File: src/rtl/fp_add_result_stage.sv
`default_nettype none
// ============================================================================
// fp_add_result_stage : 2-entry result buffer behind the FP adder with
// operand classification, sticky exception flags and a saturating op counter.
// Revision 1.0
// ============================================================================
module fp_add_result_stage #(
  parameter int DEPTH = 2
) (
  input  logic        clk,
  input  logic        rst,
  input  logic        in_valid,
  output logic        in_ready,
  input  logic [31:0] fp_result,
  input  logic        overflow,
  input  logic        underflow,
  output logic        out_valid,
  input  logic        out_ready,
  output logic [31:0] out_result,
  output logic [2:0]  out_class,
  output logic [1:0]  out_flags,
  output logic [2:0]  sticky_flags,
  input  logic        flags_clear,
  output logic [1:0]  count,
  output logic [15:0] op_count
);

  localparam logic [1:0]  FULL_COUNT = 2'(DEPTH);
  localparam logic [15:0] OPS_MAX    = 16'hFFFF;
  localparam logic [2:0]  CLS_ZERO   = 3'd0;
  localparam logic [2:0]  CLS_SUB    = 3'd1;
  localparam logic [2:0]  CLS_NORM   = 3'd2;
  localparam logic [2:0]  CLS_INF    = 3'd3;
  localparam logic [2:0]  CLS_QNAN   = 3'd4;
  localparam logic [2:0]  CLS_SNAN   = 3'd5;

  // Entry layout: {result[31:0], class[2:0], overflow, underflow}
  typedef logic [36:0] entry_t;

  function automatic logic [2:0] classify(input logic [31:0] w);
    logic [2:0] cls;
    if (w[30:23] == 8'd0)
      cls = (w[22:0] == 23'd0) ? CLS_ZERO : CLS_SUB;
    else if (w[30:23] != 8'hFF)
      cls = CLS_NORM;
    else if (w[22:0] == 23'd0)
      cls = CLS_INF;
    else if (w[22])
      cls = CLS_QNAN;
    else
      cls = CLS_SNAN;
    return cls;
  endfunction

  entry_t       mem_q [DEPTH];
  entry_t       mem_d [DEPTH];
  entry_t       head_q, head_d;
  entry_t       new_entry;
  logic         wr_ptr_q, wr_ptr_d;
  logic         rd_ptr_q, rd_ptr_d;
  logic [1:0]   count_q, count_d;
  logic [2:0]   sticky_q, sticky_d;
  logic [15:0]  ops_q, ops_d;
  logic         push, pop;
  logic [2:0]   new_class;

  assign in_ready     = ~rst & (count_q < FULL_COUNT);
  assign out_valid    = (count_q != 2'd0);
  assign out_result   = head_q[36:5];
  assign out_class    = head_q[4:2];
  assign out_flags    = head_q[1:0];
  assign sticky_flags = sticky_q;
  assign count        = count_q;
  assign op_count     = ops_q;

  always_comb begin
    push      = in_valid & in_ready;
    pop       = out_valid & out_ready;
    new_class = classify(fp_result);
    new_entry = {fp_result, new_class, overflow, underflow};

    wr_ptr_d  = wr_ptr_q ^ push;
    rd_ptr_d  = rd_ptr_q ^ pop;
    count_d   = count_q + {1'b0, push} - {1'b0, pop};

    mem_d = mem_q;
    if (push)
      mem_d[wr_ptr_q] = new_entry;

    // Output registers track the next head; they hold when the buffer drains.
    head_d = head_q;
    if (count_d != 2'd0)
      head_d = mem_d[rd_ptr_d];

    // A push in the same cycle as a clear still records its own events.
    sticky_d = sticky_q;
    if (push)
      sticky_d = (flags_clear ? 3'b000 : sticky_q) |
                 {(new_class == CLS_QNAN) || (new_class == CLS_SNAN), overflow, underflow};
    else if (flags_clear)
      sticky_d = 3'b000;

    ops_d = ops_q;
    if (push && (ops_q != OPS_MAX))
      ops_d = ops_q + 16'd1;
  end

  always_ff @(posedge clk or posedge rst) begin
    if (rst) begin
      for (int i = 0; i < DEPTH; i++)
        mem_q[i] <= '0;
      head_q   <= '0;
      wr_ptr_q <= 1'b0;
      rd_ptr_q <= 1'b0;
      count_q  <= 2'd0;
      sticky_q <= 3'b000;
      ops_q    <= 16'd0;
    end else begin
      mem_q    <= mem_d;
      head_q   <= head_d;
      wr_ptr_q <= wr_ptr_d;
      rd_ptr_q <= rd_ptr_d;
      count_q  <= count_d;
      sticky_q <= sticky_d;
      ops_q    <= ops_d;
    end
  end

endmodule
`default_nettype wire
File: config.mk
export PLATFORM = sky130hd
export DESIGN_NAME = fp_add_result_stage
export DESIGN_NICKNAME = d
export VERILOG_FILES = /design/src/rtl/fp_add_result_stage.sv
export SDC_FILE = /design/constraint.sdc
export NUM_CORES = 1
export LEC_CHECK = 0
export ABC_AREA = 1
export CAP_MARGIN = 0
export CORE_MARGIN = 1
export CORE_UTILIZATION = 30
export DETAILED_ROUTE_END_ITERATION = 16
export SKIP_LAST_GASP = 1
export SLEW_MARGIN = 20
export SYNTH_ARGS = -nofsm -noshare
export SYNTH_HDL_FRONTEND = slang
export SYNTH_SLANG_ARGS = --single-unit
File: constraint.sdc
create_clock -name clk -period 9.6 [get_ports clk]
set_input_delay 0.96 -clock clk [delete_from_list [all_inputs] [get_ports clk]]
set_output_delay 0.96 -clock clk [all_outputs]
set_load 0.05 [all_outputs]
==> flow_summary.ini, run 1 <==
[outcome]
status = completed

[yosys]
synth_nets = 740
ys_seq_elements = 134
syn-cell-area_um2 = 6140
synthCells = 698
avgSynthCellArea_um2 = 8.80
ys_types = 31
ys_warn_count = 0
ys_seq_area_frac = 0.546

[clocking]
cts_buffers = 17
worstSkewPairLatency_ns = 0.42
h-tree-depth = 4
clkSlewWorstSetupHoldPaths_ns = 0.06
post_cts_resized = 0
post_cts.repair.setup_buffers = 0
cts_root_buf = clkbuf_16
cts_tree = done
cts_sinks = 134
cts_hold_repair.buffers = 0
cts_buffer_depth = 2

[hold_path]
min_from = mem_q[27]
min_path_type = reg -> reg
holdPathEnd = mem_q[27]
min_path_cells = 2

[worst_setup_path]
crit_required_ns = 9.90
regToRegEndpoint = head_q[10]
cp_data_arrival_time_ns = 4.20
r2r_slack_ns = 6.10
crit_type = in -> reg
cp_max_fo = 39
end_kind = flip-flop
ff2ff_path_depth = 12
r2r_start = count[1]
worstSetupStartpointType = input pin
crit_chain = clkdlybuf4s50_1 -> nor2_4 -> nand2_4 -> ha_1 -> inv_1 -> ha_1 -> xnor2_2 -> xor2_2 -> nor2_4 -> inv_2 -> o21ai_0 -> o21ai_1
crit_slowest_cell = nor2_4
max_stage_delay_ns = 0.75

[route]
first_iter_violations = 235
firstDrtPassIters = 5
wl_per_cell_um = 14.6
via_per_inst = 4.44
vias = 4726
routed_wirelength_um = 15600
ant_nets = 0
drc = 0

[final_layout]
final_cell_mix = 134 x dfrtp_1, 108 x nand2_1, 98 x clkdlybuf4s50_1, 85 x o21ai_0, 84 x inv_1
fillers = 1948
final_nets = 830
ff_latch_area_um2 = 3350
drive_above_1_share = 0.0851
final_area_um2 = 7930
layout_commonest_cell = dfrtp_1
synthToLayoutAreaGrowth_pct = 29.1
num_antenna_cells = 0
finish.utilization = 0.401
multi_input_area_um2 = 2250

[die]
start_util = 0.311
die_area_um2 = 21100
die_x_um = 145
rows = 51
ios = 99
core_area_um2 = 19800
die_height_um = 145

[grt]
grt_pass1_wl_um = 26200
grt_usage = 0.160
grt_pass1_vias = 4757
grt-ovfl-total = 0
antenna_found_initial = 0
grt_max_degree = 73

[timing]
rsz0062_at_grt = false
timing.final.ws_setup_ns = 5.70
fin_skew_ns = 0.0107
hold_violations = 0
fin_crit_ns = 3.90
post-route-period-util = 0.406
setup_violations = 0
fmaxAchievable_mhz = 256
drv_slew = 0
tns_ns = 0
slew-limit-headroom = 0.345
tightest_slew_ns = 0.980

[place]
placed_area_um2 = 7300
place_ws_ns = 5.21
gp_congestion = 0.794
numPortBuffers = 98
hpwl_um = 9650

[power]
power.leakage_uw = 0.00347
ir_drop_v = 0.000209
p_per_area_nw_per_um2 = 394
report.power.total_uw = 3130

[run]
maxCapViolations = 0
how the worst max path moves through the flow:
stage | cells past startpoint | startpoint | to | slack (ns)
CTS | 12 | rst | head_q[8] | 5.66
detailed placement | 12 | rst | head_q[8] | 5.21
global route | 12 | rst | head_q[34] | 5.44
finish | 12 | rst | head_q[10] | 5.70
global placement | 12 | rst | head_q[0] | 5.27
floorplan | 1 | rst | count[0] | 5.06
stage by stage:
stage	std cells	hold WS, ns
after floorplan	698	0.444
after global placement	1034	0.458
after detailed placement	1034	0.464
after CTS	1064	0.480
after global routing	1064	0.490
final	1064	0.478
worst max-delay path: cells and delay by family:
kind,cells,cell delay (ns)
buffers and inverters,3,1.12
AND/OR/NAND/NOR,3,0.99
adder cells (fa/ha/maj),2,0.47
AO/OA/AOI/OAI,2,0.33
XOR/XNOR,2,0.32
area by class of cell:
class	count	area share
flip-flops and latches	134	0.423
multi-input cells	439	0.283
repair buffers	101	0.127
clock buffers	21	0.0606
inverters	95	0.0464
well taps	265	0.0418
clock inverters	9	0.0188
cell usage after synthesis:
cell type	count	area (um2)
ha_1	3	37.5
xnor2_1	4	35.0
or2_1	6	37.5
nor3_2	1	10.0
nor4_1	1	6.26
or2_0	47	294
clkbuf_1	9	33.8
nand3_1	22	110
a31oi_1	2	12.5
nor3_1	9	45.0
nand2_4	2	22.5
nand2_1	108	405
buf_4	4	30.0
o21ai_1	53	265
buf_6	7	78.8
nand4_1	4	25.0
dfrtp_1	134	3350
xor2_1	11	96.3
nor2_4	2	22.5
buf_2	10	50.1
inv_6	1	8.76
xnor2_2	2	32.5
inv_1	85	319
nand2_2	2	12.5
o21ai_2	4	35.0
inv_2	8	30.0
o21ai_0	85	425
clkinv_2	1	5.00
xor2_2	1	16.3
or2_2	10	62.6
nor2_1	60	225
logic make-up after synthesis:
logic type	count (synthesis)	synth area share
adder cells (fa/ha/maj)	3	0.00611
XOR/XNOR	18	0.0293
buffers and inverters	125	0.0904
AO/OA/AOI/OAI	144	0.120
AND/OR/NAND/NOR	274	0.208
flip-flops	134	0.546
registers in the layout, summed over array words and instances (netlist names):
| register | count |
|---|---|
| count | 2 |
| head_q | 37 |
| mem_q | 74 |
| op_count | 16 |
| rd_ptr_q | 1 |
| sticky_flags | 3 |
| wr_ptr_q | 1 |
where the power goes:
part,switching (uW),internal (uW)
combinational,1000,467
clock,241,458
sequential,123,835
routing by layer:
layer,routed length (um),global-route usage,share of wire,up-vias
li1,-,-,-,2381
met1,7550,0.218,0.49,2206
met2,7040,0.245,0.45,119
met3,714,0.0403,0.046,20
met4,257,0.0532,0.017,0
met5,0,0,0,-
(Power assumes the default switching activity.)
==> run 2: changes to the inputs <==
==> constraint.sdc (replaced) <==
create_clock -name clk -period 3.4 [get_ports clk]
set_input_delay 0.34 -clock clk [delete_from_list [all_inputs] [get_ports clk]]
set_output_delay 0.34 -clock clk [all_outputs]
set_load 0.05 [all_outputs]
==> flow_summary.ini, run 2 (synthesized netlist as in run 1, its figures left out) <==
[clocking]
cts_tree = done
h-tree-depth = 4
cts_buffer_depth = 2
worstSkewPairLatency_ns = 0.41
cts_hold_repair.buffers = 0
clkSlewWorstSetupHoldPaths_ns = 0.06
cts_root_buf = clkbuf_16
post_cts_resized = 0
cts_buffers = 17
cts_sinks = 134
post_cts.repair.setup_buffers = 0

[route]
ant_nets = 0
drc = 0
firstDrtPassIters = 4
wl_per_cell_um = 14.6
via_per_inst = 4.45
routed_wirelength_um = 15600
vias = 4765
first_iter_violations = 167

[die]
start_util = 0.311
die_x_um = 145
core_area_um2 = 19800
die_height_um = 145
rows = 51
ios = 99
die_area_um2 = 21100

[worst_setup_path]
cp_data_arrival_time_ns = 2.93
end_kind = flip-flop
cp_max_fo = 28
worstSetupStartpointType = flip-flop
crit_required_ns = 3.73
crit_type = reg -> reg

[final_layout]
multi_input_area_um2 = 2250
final_nets = 837
final_cell_mix = 134 x dfrtp_1, 108 x nand2_1, 98 x clkdlybuf4s50_1, 85 x o21ai_0, 84 x inv_1
ff_latch_area_um2 = 3350
largest_reg_flops = 74
num_antenna_cells = 0
drive_above_1_share = 0.0906
finish.utilization = 0.403
layout_commonest_cell = dfrtp_1
regMostFlops = mem_q
finalNonFillerCells = 1071
fillers = 1968
synthToLayoutAreaGrowth_pct = 29.7

[timing]
fin_crit_ns = 2.60
drv_slew = 0
setup_violations = 0
hold_violations = 0
tightest_slew_ns = 0.726
slew-limit-headroom = 0.515
tns_ns = 0
fin_skew_ns = 0.0114
fmaxAchievable_mhz = 384
post-route-period-util = 0.766
rsz0062_at_grt = false

[place]
hpwl_um = 9980
numPortBuffers = 98
gp_congestion = 0.802
placedCellCount = 1041

[grt]
grt_pass1_vias = 4917
antenna_found_initial = 0
grt_pass1_wl_um = 25800
grt_max_degree = 44
grt_usage = 0.157
grt-ovfl-total = 0

[power]
power.leakage_uw = 0.00347
p_per_area_nw_per_um2 = 1100
ir_drop_v = 0.000546

[outcome]
status = completed

[run]
maxCapViolations = 0

[hold_path]
min_path_type = reg -> reg
-- run 2: report_power, final --
group | switching [uW] | internal, uW
Combinational | 2870 | 1390
Clock | 675 | 1130
Sequential | 340 | 2360
Total | 3880 | 4870
-- run 2: per-stage QoR --
step	power (uW)	hold WS [ns]	cell area (um2)	setup slack [ns]
detailed placement	7020	0.465	7390	0.611
floorplan	5700	0.444	6150	0.521
global placement	6950	0.457	7390	0.681
finish	8760	0.474	7970	0.795
global route	9420	0.489	7970	0.529
CTS	8880	0.479	7970	0.756
-- run 2: final cells by class --
class / count / area share
Sequential cell: 134 / 0.421
Multi-Input combinational cell: 439 / 0.282
Timing Repair Buffer: 108 / 0.137
Clock buffer: 22 / 0.0595
Inverter: 95 / 0.0460
Tap cell: 265 / 0.0416
Clock inverter: 8 / 0.0126
-- run 2: worst max-delay path: stages (launching register included) --
cell and delay (ns):
dfrtp_1 0.43, or2_1 0.27, nand2_2 0.14, inv_1 0.06, ha_1 0.27, inv_1 0.04
ha_1 0.20, xnor2_2 0.17, xor2_2 0.22, nor2_4 0.05, inv_2 0.18, buf_12 0.23
o21ai_0 0.11, o21ai_1 0.15
-- run 2: final timing paths --
path                                   end  cells after the start  slack, ns      from
setup / recovery                head_q[32]                     13       0.80  count[1]
hold / removal                    mem_q[4]                      2       0.47  mem_q[4]
setup reg to reg                head_q[32]                     13       0.80  count[1]
hold reg to reg                   mem_q[4]                      2       0.47  mem_q[4]
max in group asynchronous        head_q[5]                      3       2.11       rst
min in group asynchronous  sticky_flags[1]                      2       0.49       rst
-- run 2: routing by layer --
metal,routed length [um],global-route usage,vias to the layer above
met5,0,0,-
li1,-,-,2380
met3,696,0.0428,8
met1,7690,0.211,2267
met4,105,0.0421,0
met2,7110,0.247,110
==> run 3: changes to the inputs <==
==> constraint.sdc (replaced) <==
create_clock -name clk -period 2.7 [get_ports clk]
set_input_delay 0.27 -clock clk [delete_from_list [all_inputs] [get_ports clk]]
set_output_delay 0.27 -clock clk [all_outputs]
set_load 0.05 [all_outputs]
==> flow_summary.ini, run 3 (synthesized netlist as in run 1, its figures left out) <==
[outcome]
status = completed

[clocking]
cts_buffer_depth = 2
post_cts.repair.setup_buffers = 0
clkSlewWorstSetupHoldPaths_ns = 0.06
cts_sinks = 134
cts_root_buf = clkbuf_16
h-tree-depth = 4
post_cts_resized = 0
worstSkewPairLatency_ns = 0.42
cts_hold_repair.buffers = 0
cts_buffers = 17
cts_tree = done

[power]
power.leakage_uw = 0.00352
p_per_area_nw_per_um2 = 1390
ir_drop_v = 0.000692

[route]
first_iter_violations = 250
firstDrtPassIters = 4
wl_per_cell_um = 14.8
drc = 0
vias = 4821
ant_nets = 0
routed_wirelength_um = 15900
via_per_inst = 4.48

[timing]
fin_skew_ns = 0.00813
setup_violations = 0
tightest_slew_ns = 0.554
fin_crit_ns = 2.44
whs_ns = 0.282
drv_slew = 0
fmaxAchievable_mhz = 411
tns_ns = 0
timing.final.ws_setup_ns = 0.264
slew-limit-headroom = 0.630
rsz0062_at_grt = false
post-route-period-util = 0.902
hold_violations = 0

[die]
die_x_um = 145
die_height_um = 145
rows = 51
core_area_um2 = 19800
start_util = 0.311
die_area_um2 = 21100
ios = 99

[final_layout]
finish.utilization = 0.406
num_antenna_cells = 0
layout_commonest_cell = dfrtp_1
final_cell_mix = 133 x dfrtp_1, 108 x nand2_1, 98 x clkdlybuf4s50_1, 85 x o21ai_0, 84 x inv_1
final_nets = 843
regMostFlops = mem_q
synthToLayoutAreaGrowth_pct = 30.8
largest_reg_flops = 74
drive_above_1_share = 0.0949

[place]
place_ws_ns = 0.120
gp_congestion = 0.817
hpwl_um = 10400
numPortBuffers = 98

[grt]
grt_pass1_wl_um = 26800
grt_max_degree = 88
grt_pass1_vias = 4977
grt_usage = 0.162
antenna_found_initial = 0
grt-ovfl-total = 0

[worst_setup_path]
end_kind = flip-flop
worstSetupStartpointType = flip-flop
crit_type = reg -> reg
crit_required_ns = 3.03
cp_max_fo = 21
r2r_slack_ns = 0.26
cp_data_arrival_time_ns = 2.77

[run]
maxCapViolations = 0

[hold_path]
min_path_type = in -> async
## run 3: final timing paths
| check | endpoint | depth (start not counted) | startpoint |
|---|---|---|---|
| hold / removal | op_count[11] | 2 | rst |
| hold reg to reg | mem_q[16] | 2 | mem_q[16] |
| max in group asynchronous | head_q[13] | 3 | rst |
| setup / recovery | head_q[32] | 13 | count[1] |
| setup reg to reg | head_q[32] | 13 | count[1] |
| min in group clk | mem_q[16] | 2 | mem_q[16] |
## run 3: metal layers
layer / track usage / vias up / part of all wire
met5: 0 / - / 0
li1: - / 2397 / -
met4: 0.0458 / 0 / 0.0097
met3: 0.0384 / 11 / 0.051
met1: 0.224 / 2274 / 0.48
met2: 0.253 / 139 / 0.46
## run 3: power by group
part,total [uW],internal [uW],switching [uW]
clock,2200,1390,816
combinational,5590,1910,3680
sequential,3400,2970,425
## run 3: metrics by stage
stage / power (uW) / instance area, um2 / std cells
after floorplan: 7190 / 6150 / 698
after global placement: 8960 / 7490 / 1047
after detailed placement: 9060 / 7490 / 1047
after CTS: 11300 / 8040 / 1076
after global routing: 12000 / 8040 / 1076
final: 11200 / 8040 / 1076
## run 3: layout make-up
type | instances | area [um2]
multi-input cells | 439 | 2250
clock inverters | 5 | 75.1
well taps | 265 | 332
clock buffers | 24 | 472
flip-flops and latches | 134 | 3350
inverters | 95 | 367
fillers | 1974 | 11700
repair buffers | 114 | 1190
## run 3: worst max-delay path: stages (launching register included)
cell and delay, ns:
dfrtp_2 0.44, or2_4 0.27, nand2_2 0.12, inv_1 0.06
ha_1 0.26, inv_1 0.04, ha_1 0.19, xnor2_2 0.17
xor2_2 0.23, nor2_4 0.06, inv_2 0.10, buf_12 0.17
o21ai_0 0.10, o21ai_1 0.13
